===== config.mk =====
export PLATFORM = sky130hd
export DESIGN_NAME = my_sync_fifo
export DESIGN_NICKNAME = d
export VERILOG_FILES = /design/src/rtl/my_sync_fifo.sv
export SDC_FILE = /design/constraint.sdc
export NUM_CORES = 1
export LEC_CHECK = 0
export CORE_MARGIN = 5
export CORE_UTILIZATION = 45
export CTS_CLUSTER_DIAMETER = 200
export DETAILED_ROUTE_END_ITERATION = 6
export PLACE_DENSITY = 0.64
export SLEW_MARGIN = 20
export SYNTH_ARGS = -nofsm -noshare
export SYNTH_HDL_FRONTEND = slang
export SYNTH_SLANG_ARGS = --single-unit

===== constraint.sdc =====
create_clock -name clk -period 2.2 [get_ports clk]
set_input_delay 0.44 -clock clk [delete_from_list [all_inputs] [get_ports clk]]
set_output_delay 0.44 -clock clk [all_outputs]
set_load 0.02 [all_outputs]

===== src/rtl/my_sync_fifo.sv =====
// Single-clock parameterised FIFO with threshold flags, occupancy count and error flags.
// Define MY_SYNC_FIFO_FWFT_EN for first-word-fall-through; otherwise dout is registered (1-cycle latency).
module my_sync_fifo #(
    parameter int WIDTH         = 9,
    parameter int DEPTH_LOG2    = 4,
    parameter int AFULL_OFFSET  = 2,
    parameter int AEMPTY_OFFSET = 2
) (
    input  logic                  clk,
    input  logic                  rstn,
    input  logic [WIDTH-1:0]      din,
    input  logic                  wr_en,
    input  logic                  rd_en,
    output logic [WIDTH-1:0]      dout,
    output logic                  dout_valid,
    output logic                  full,
    output logic                  empty,
    output logic                  almostfull,
    output logic                  almostempty,
    output logic [DEPTH_LOG2:0]   count,
    output logic                  wrerr,
    output logic                  rderr
);

    localparam int DEPTH = 1 << DEPTH_LOG2;
    localparam int CW    = DEPTH_LOG2 + 1;

    localparam logic [CW-1:0] DEPTH_LEVEL  = CW'(DEPTH);
    localparam logic [CW-1:0] AFULL_LEVEL  = CW'(DEPTH - AFULL_OFFSET);
    localparam logic [CW-1:0] AEMPTY_LEVEL = CW'(AEMPTY_OFFSET);

    logic [WIDTH-1:0]      mem [DEPTH];
    logic [DEPTH_LOG2-1:0] wr_ptr;
    logic [DEPTH_LOG2-1:0] rd_ptr;
    logic                  rd_ok;
    logic                  wr_ok;
    logic [CW-1:0]         count_next;

    // A write into a full FIFO is legal only when a read frees a slot in the same cycle.
    // NOTE: every signal driven here gets a default first so no latch is inferred.
    always_comb begin
        rd_ok      = rd_en & ~empty;
        wr_ok      = wr_en & (~full | rd_ok);
        count_next = count;
        if (wr_ok && !rd_ok) begin
            count_next = count + CW'(1);
        end else if (rd_ok && !wr_ok) begin
            count_next = count - CW'(1);
        end
    end

    // NOTE: storage has no reset; pointers and count define validity, and leaving it unreset keeps RAM inference possible.
    always_ff @(posedge clk) begin
        if (rstn && wr_ok) begin
            mem[wr_ptr] <= din;
        end
    end

    // NOTE: all state uses non-blocking assignments so every register samples pre-edge values.
    always_ff @(posedge clk) begin
        if (!rstn) begin
            wr_ptr      <= '0;
            rd_ptr      <= '0;
            count       <= '0;
            full        <= 1'b0;
            empty       <= 1'b1;
            almostfull  <= 1'b0;
            almostempty <= 1'b1;
            wrerr       <= 1'b0;
            rderr       <= 1'b0;
        end else begin
            if (wr_ok) begin
                wr_ptr <= wr_ptr + 1'b1;
            end
            if (rd_ok) begin
                rd_ptr <= rd_ptr + 1'b1;
            end
            count       <= count_next;
            full        <= (count_next == DEPTH_LEVEL);
            empty       <= (count_next == '0);
            almostfull  <= (count_next >= AFULL_LEVEL);
            almostempty <= (count_next <= AEMPTY_LEVEL);
            wrerr       <= wr_en & ~wr_ok;
            rderr       <= rd_en & ~rd_ok;
        end
    end

`ifdef MY_SYNC_FIFO_FWFT_EN
    // Head word falls through combinationally; zeroed while empty so dout is clean after reset.
    assign dout       = empty ? '0 : mem[rd_ptr];
    assign dout_valid = ~empty;
`else
    // Synchronous read port: at full, a simultaneous write to the same slot returns the old word.
    always_ff @(posedge clk) begin
        if (!rstn) begin
            dout       <= '0;
            dout_valid <= 1'b0;
        end else begin
            dout_valid <= rd_ok;
            if (rd_ok) begin
                dout <= mem[rd_ptr];
            end
        end
    end
`endif

endmodule


Word level (Yosys, flattened, before mapping)
Memories as Yosys holds them, arrays and structs flattened. A register that Yosys moved wholly into a read port is not among the register bits.
Index checks and enable logic that the tools add are counted.
{"block": "word_totals", "ff_bits": 20, "mem_bits_rw": 144, "input_bits": 13, "output_inout_bits": 21, "wordCells": 38, "n_memories": 1}
{"memory": "mem", "depth": 16, "width": 9, "rd": 1, "rd_clocked_by_memory_dff": 1, "wr": 1, "line_no": "32", "source": "logic [WIDTH-1:0] mem [DEPTH];"}
{"block": "op_classes", "add_sub_neg": 4, "magnitude_cmp": 2, "eq_ne": 1, "muxes": 4, "bitwise_logic": 9, "n_reduce_logical": 7}
{"op": "$mux W5", "n": 2}
{"op": "$add A4 B1 Y4 const B", "n": 2}
{"op": "$add A5 B1 Y5 const B", "n": 1}
{"op": "$eq A5 B5 Y1 const B", "n": 1}
{"op": "$ge A5 B4 Y1 const B", "n": 1}
{"op": "$le A5 B2 Y1 const B", "n": 1}
{"op": "$logic_not A5 Y1", "n": 1}
{"op": "$sub A5 B1 Y5 const B", "n": 1}
{"op": "$and A1 B1 Y1", "n": 4}
{"op": "$not A1 Y1", "n": 4}
{"op": "$logic_and A1 B1 Y1", "n": 3}
{"op": "$logic_not A1 Y1", "n": 3}
{"op": "$mux W1", "n": 2}
{"op": "$or A1 B1 Y1", "n": 1}

Logic depth before layout (Yosys ltp)
Gate-level depths: netlist of the first run.
{"block": "logic_depth", "ltp_word": 9, "depth_mapped": 7, "depth_no_buf": 7}

Worst setup path before layout of the first run
No wires, ideal clock.
{"block": "synth_path", "path_type": "register to register", "startpoint": "register empty", "endpoint": "memory mem[0][0] (enable)", "setup_time_ns": 0.387, "t_arrival_ns": 1.862, "required_time_ns": 1.813, "setup_slack_ns": -0.048, "stages_incl_launch_ff": 6, "n_path_buf": 1, "period_less_slack_ns": 2.248, "cell_sequence": "dfxtp_1 > nand2b_1 > buf_4 > a21boi_2 > nand3_1 > nor3_1"}
{"block": "synth_via", "elab_chain_cells": 7}
{"element": "from (decl)", "line_no": "17", "source": "output logic empty,"}
{"element": "from (signal assigned)", "line_no": "80", "source": "empty <= (count_next == '0);"}
{"element": "$not A1 Y1", "line_no": "42", "source": "rd_ok = rd_en & ~empty;"}
{"element": "$and A1 B1 Y1", "line_no": "42"}
{"element": "$or A1 B1 Y1", "line_no": "43", "source": "wr_ok = wr_en & (~full | rd_ok);"}
{"element": "$and A1 B1 Y1", "line_no": "43"}
{"element": "$logic_and A1 B1 Y1", "line_no": "54", "source": "if (rstn && wr_ok) begin"}
{"element": "$mux W1", "line_no": "54"}
{"element": "$mux W1 (not written as such)", "line_no": "55", "source": "mem[wr_ptr] <= din;"}
{"element": "to (decl)", "line_no": "32"}
Every way passes these cells.

Final worst setup path of the first run
{"block": "layout_path", "startpoint": "input port rd_en", "endpoint": "memory mem[0][4] (enable)"}
{"block": "layout_via", "elab_chain_cells": 6}
{"element": "from (decl)", "line_no": "13", "source": "input logic rd_en,"}
{"element": "$and A1 B1 Y1", "line_no": "42"}
{"element": "$or A1 B1 Y1", "line_no": "43"}
{"element": "$and A1 B1 Y1", "line_no": "43"}
{"element": "$logic_and A1 B1 Y1", "line_no": "54"}
{"element": "$mux W1", "line_no": "54"}
{"element": "$mux W1 (not written as such)", "line_no": "55"}
Every way passes these cells.

==> flow_summary_export.csv, run 1 <==
group,metric,value,unit
die,initial_core_util,0.4605,
route,detail_route.wl_per_cell,21.04,microns
sta,period_share,0.9188,
cts,cts_setup_buffers,0,
sta,rsz0062_at_grt,"no",
final_layout,fill_cells,1111,
die,dieArea,17540,sq um
logic_synthesis,syn_nets,384,
route,vias,3480,
sta,slew_viol_final,0,
placement,dpl_worst_slack,-0.2443,ns
setup_path,worstPathArrival,2.15,ns
placement,post_dp_cell_area,7580,sq um
logic_synthesis,ys_types,41,
cts,cts_made_buffers,17,
logic_synthesis,synth_flop_cell,"edfxtp_1",
logic_synthesis,ys_seq_elements,173,
setup_path,critPathCaptureType,"flip-flop",
final_layout,final_common_cell,"edfxtp_1",
cts,htree_num_levels,4,
final_layout,insertedDiodeCount,0,
route,via_per_inst,5.489,
final_layout,layout_common_cells,"144 x edfxtp_1, 36 x mux4_2, 35 x buf_4",
sta,min_period,2.021,ns
cts,root_buffer,"clkbuf_16",
logic_synthesis,synth.cell_area,6744,sq um
placement,hpwlAfterDp,9000,microns
final_layout,multi_input_area,1755,sq um
sta,max_slew_margin,0.5744,
hold_path,hold_path.class,"flip-flop to flip-flop",
grt,grt_pass1_wl,21050,microns
sta,fin_hold_ws,0.4881,ns
route,remaining_drc_errors,0,
cts,ctsLongestPathBuffers,2,
logic_synthesis,async_reset_ff_frac,0,
final_layout,final_cells,634,
sta,final.setup_skew,0.008211,ns
die,rows,44,
setup_path,r2r_end,"full",
hold_path,holdPathEnd,"dout[1]",
final_layout,syn_to_final_growth,21.48,%
logic_synthesis,synthCells,364,
logic_synthesis,yosys_warnings,0,
die,ios,34,
route,routed_wl,13340,microns
grt,grt-ovfl-total,0,
power,peakVddDrop,0.5107,mV
logic_synthesis,syn_area_per_cell,18.53,sq um
logic_synthesis,synth_edf_count,144,
setup_path,worstSetupPathType,"primary input to flip-flop",
setup_path,critPathRequiredTime,2.33,ns
final_layout,layout-drive-gt1-share,0.2844,
power,p_per_area,919.3,nW/um^2
hold_path,hold_depth,1,
placement,io_buffer_count,33,
cts,clk_latency,0.42,ns
placement,placed_cells,602,
final_layout,final_util,0.5595,
route,antenna_left,0,
setup_path,reg2regPathDepth,7,
sta,setup_ws,0.1786,ns
die,die_x,132.4,microns
grt,grt_pass1_vias,3666,
route,drt_iter0_drc,354,
cts,clk_pin_slew,0.06,ns
grt,antenna_found_initial,0,
route,drt_first_pass_iters,4,
cts,ctsHoldBuffers,0,
final_layout,register_area,4906,sq um
setup_path,critPathMaxFanout,5,
setup_path,crit_path_start_kind,"primary input",
setup_path,r2r_slack,0.19,ns
cts,clock_sink_count,173,
final_layout,stdcell_area,8193,sq um
status,outcome,"finished clean",
sta,finalSetupViolCount,0,
die,dieHeight,132.4,microns
power,leakagePower,2.729,nW
sta,worst_pin_slew,0.6363,ns
logic_synthesis,ys_seq_area_frac,0.7273,
grt,track_usage,0.1608,
final_layout,final_nets,457,
grt,grt_max_degree,40,
cts,cts_tree,"done",
setup_path,r2r_start,"count[0]",
sta,fmax,494.7,MHz
placement,gp_congestion,0.7545,
sta,finalHoldViolations,0,
hold_path,hold_path.startpoint,"dout[1]",
die,coreArea,14640,sq um
flow_run,cap_violations,0,
## per-layer routing
metal  part of all wire  global-route usage  wire (microns)  vias up
met3              0.061             0.03797             816        6
li1                   -                   -               -     1605
met1               0.43              0.2173            5706     1773
met4             0.0074             0.05543              99        0
met5                  0                   0               0        -
met2               0.50              0.2587            6716       96
## flip-flops by register name, summed over array words and instances, names as in the netlist
name / flops
mem: 144
dout: 9
count: 5
rd_ptr: 4
wr_ptr: 4
almostempty: 1
almostfull: 1
dout_valid: 1
empty: 1
full: 1
rderr: 1
wrerr: 1
## worst max-delay path, cell delays in order
cell and delay, ns:
clkdlybuf4s50_1 0.49, buf_4 0.12, nand2b_1 0.10, a21boi_2 0.28
nand3_1 0.22, nor3_2 0.27, buf_4 0.22
## logic make-up after synthesis
family / Yosys count / share of synthesized area
AOI/OAI and AO/OA: 48 / 0.05566
xor gates and xnor gates: 9 / 0.01169
adders and majority gates: 7 / 0.01299
buffers and inverters: 23 / 0.01595
DFF: 173 / 0.7273
muxes: 38 / 0.1232
and+or+nand+nor: 66 / 0.05325
## through the flow
step                      total power [mW]  TNS, ns
after detailed placement             4.549   -19.95
after global placement               4.543   -16.32
after global routing                 7.828        0
after CTS                            7.608        0
after floorplan                      4.222        0
final                                7.532        0
## synth_stat cells, drive strengths merged (9+ instances only)
master	n	share of area
edfxtp	144	0.64
mux4	36	0.12
dfxtp	29	0.086
a22oi	18	0.020
nor2	17	0.0095
and2	11	0.010
a21oi	10	0.0074
a31o	10	0.013
buf	9	0.0082
clkbuf	9	0.0050
xnor2	9	0.012
## timing repair
| action | CTS | global route |
|---|---|---|
| setup endpoints to repair | 0 | 1 |
| endpoints found under the hold margin | 0 | 0 |
| resized for setup | 0 | 1 |
## power breakdown
part	internal (mW)	switching, mW	total [mW]	leakage [nW]
clock network	1.81	1.25	3.06	0.298
registers	3.62	0.0520	3.67	1.53
logic	0.404	0.392	0.796	0.896
total	5.84	1.69	7.53	2.73
## layout make-up
| class | instances | share of cell area |
|---|---|---|
| multi-input cells | 168 | 0.2143 |
| repair buffers | 72 | 0.08216 |
| clock buffers | 18 | 0.05238 |
| inverters | 5 | 0.002291 |
| flip-flops and latches | 173 | 0.5988 |
| clock inverters | 14 | 0.02199 |
| well taps | 184 | 0.02810 |
## how the worst max path moves through the flow
stage	from	to	slack (ns)	depth (start not counted)
2_1_floorplan	empty	mem[12][0]	0.18	5
3_3_place_gp	rd_en	mem[0][7]	-0.23	7
3_5_place_dp	rd_en	mem[0][6]	-0.24	7
4_1_cts	count[0]	full	0.14	7
5_1_grt	count[0]	full	0.009	7
6_report	rd_en	mem[0][4]	0.18	7
Power figures use the tool's default switching activity.
==> inputs of run 2 (changes only) <==
--- a/config.mk
+++ b/config.mk
@@ -5,6 +5,7 @@
 export SDC_FILE = /design/constraint.sdc
 export NUM_CORES = 1
 export LEC_CHECK = 0
+export CORE_ASPECT_RATIO = 1.25
 export CORE_MARGIN = 5
 export CORE_UTILIZATION = 45
 export CTS_CLUSTER_DIAMETER = 200
==> run 2 against run 1 <==
Against the previous run: final cell count decreased by 0.47%; worst hold slack improved by 0.0020 ns; global-route usage rose by 0.63 points; non-clock buffer count down 1; register-to-register slack about the same; critical path depth up 1; highest routed layer unchanged; flip-flop and latch count is the same; fmax is 0.76% higher; largest cell class unchanged; total power decreased by 4.6%; critical path type is now flip-flop to flip-flop; combinational power decreased by 2.9%; sequential power about the same; design area is 0.99% lower; critical endpoint is now almostempty.
==> flow_summary_export.csv, run 2 (synthesized netlist as in run 1, its figures left out) <==
group,metric,value,unit
cts,cts_setup_buffers,0,
grt,antenna_found_initial,0,
sta,finalSetupViolCount,0,
final_layout,register_area,4906,sq um
final_layout,multi_input_area,1763,sq um
final_layout,top_register,"mem",
sta,worst_pin_slew,0.6300,ns
die,coreArea,14830,sq um
status,outcome,"finished clean",
grt,grt-ovfl-total,0,
final_layout,insertedDiodeCount,0,
cts,clk_pin_slew,0.06,ns
route,detail_route.wl_per_cell,22.08,microns
setup_path,critPathLaunch,"count[0]",
setup_path,critPathCaptureType,"flip-flop",
setup_path,critPathRequiredTime,2.49,ns
flow_run,cap_violations,0,
hold_path,hold_path.startpoint,"dout[4]",
placement,hpwlAfterDp,9054,microns
sta,fmax,498.5,MHz
cts,ctsLongestPathBuffers,2,
power,peakVddDrop,0.5346,mV
power,leakagePower,2.676,nW
cts,root_buffer,"clkbuf_16",
power,p_per_area,885.5,nW/um^2
final_layout,fill_cells,1163,
grt,grt_pass1_vias,3674,
route,antenna_left,0,
power,fin_total_pwr,7.183,mW
final_layout,final_common_cell,"edfxtp_1",
grt,track_usage,0.1672,
setup_path,r2r_start,"count[0]",
route,remaining_drc_errors,0,
die,dieHeight,146.9,microns
route,drt_first_pass_iters,4,
cts,clock_sink_count,173,
sta,slew_viol_final,0,
hold_path,hold_path.class,"flip-flop to flip-flop",
die,die_x,119.5,microns
route,routed_wl,13930,microns
sta,final.setup_skew,0.007338,ns
sta,rsz0062_at_grt,"no",
die,dieArea,17550,sq um
placement,post_dp_cell_area,7557,sq um
route,via_per_inst,5.648,
final_layout,layout-drive-gt1-share,0.2829,
route,vias,3564,
die,rows,50,
cts,cts_tree,"done",
cts,htree_num_levels,4,
setup_path,worstPathArrival,2.30,ns
final_layout,layout_common_cells,"144 x edfxtp_1, 36 x mux4_2, 35 x buf_4",
setup_path,critPathMaxFanout,5,
setup_path,worstSetupPathType,"flip-flop to flip-flop",
final_layout,top_regs,"mem (144), dout (9), count (5)",
sta,max_slew_margin,0.5787,
die,ios,34,
cts,clk_latency,0.41,ns
placement,gp_congestion,0.8238,
grt,grt_max_degree,40,
setup_path,crit_path_start_kind,"flip-flop",
final_layout,syn_to_final_growth,20.28,%
grt,grt_pass1_wl,21870,microns
final_layout,stdcell_area,8112,sq um
final_layout,largest_reg_flops,144,
placement,io_buffer_count,33,
cts,cts_made_buffers,17,
sta,min_period,2.006,ns
die,initial_core_util,0.4549,
sta,period_share,0.9119,
final_layout,final_nets,456,
route,drt_iter0_drc,334,
cts,ctsHoldBuffers,0,
sta,finalHoldViolations,0,
run 2: cell count changes in the layout (fill, tap and decap cells not counted), sizes merged:
cell and change:
buf -1, clkbuf +3, clkinv -1, bufinv -3
inv -2, clkinvlp +3
run 2: final timing paths:
| kind | endpoint | slack (ns) | cells past startpoint |
|---|---|---|---|
| max | almostempty | 0.19 | 8 |
| max reg2reg | almostempty | 0.19 | 8 |
| min | dout[4] | 0.49 | 1 |
| min reg2reg | dout[4] | 0.49 | 1 |
run 2: power by group:
| part | internal [mW] | total, mW | leakage [nW] | switching [mW] |
|---|---|---|---|---|
| combinational | 0.393 | 0.773 | 0.887 | 0.380 |
| clock | 1.52 | 2.74 | 0.255 | 1.22 |
| sequential | 3.62 | 3.67 | 1.53 | 0.0537 |
run 2: stage by stage:
step | setup TNS (ns) | hold WS (ns) | utilization | setup WS [ns] | cells
finish | 0 | 0.4901 | 0.5471 | 0.1939 | 631
global route | 0 | 0.5036 | 0.5471 | 0.06751 | 631
CTS | 0 | 0.4899 | 0.5463 | 0.1054 | 631
detailed placement | -23.16 | 0.4751 | 0.5097 | -0.2094 | 599
global placement | -19.16 | 0.4712 | 0.5097 | -0.1564 | 599
floorplan | 0 | 0.5389 | - | 0.1840 | 364
run 2: timing repair:
action / 4_1_cts / 5_1_grt
setup endpoints to repair: 0 / 2
resized for setup: 0 / 2
endpoints found under the hold margin: 0 / 0
run 2: critical path, stage by stage, from the launching register on:
cell,delay [ns]
dfxtp_1,0.41
inv_1,0.11
ha_1,0.20
and4bb_2,0.23
nor3b_1,0.14
a41oi_2,0.26
mux2i_2,0.33
buf_4,0.16
a221oi_2,0.03
run 2: per-layer routing:
layer / track usage / vias to the layer above / routed length (microns)
met5: 0 / - / 0
li1: - / 1607 / -
met3: 0.03350 / 21 / 667
met4: 0.05903 / 0 / 308
met1: 0.2126 / 1825 / 5707
met2: 0.2862 / 111 / 7248
run 2: cell type report:
class	instances	area share
flip-flops and latches	173	0.6048
multi-input cells	168	0.2173
repair buffers	71	0.08052
clock buffers	21	0.05676
well taps	182	0.02807
clock inverters	11	0.01018
inverters	5	0.002314
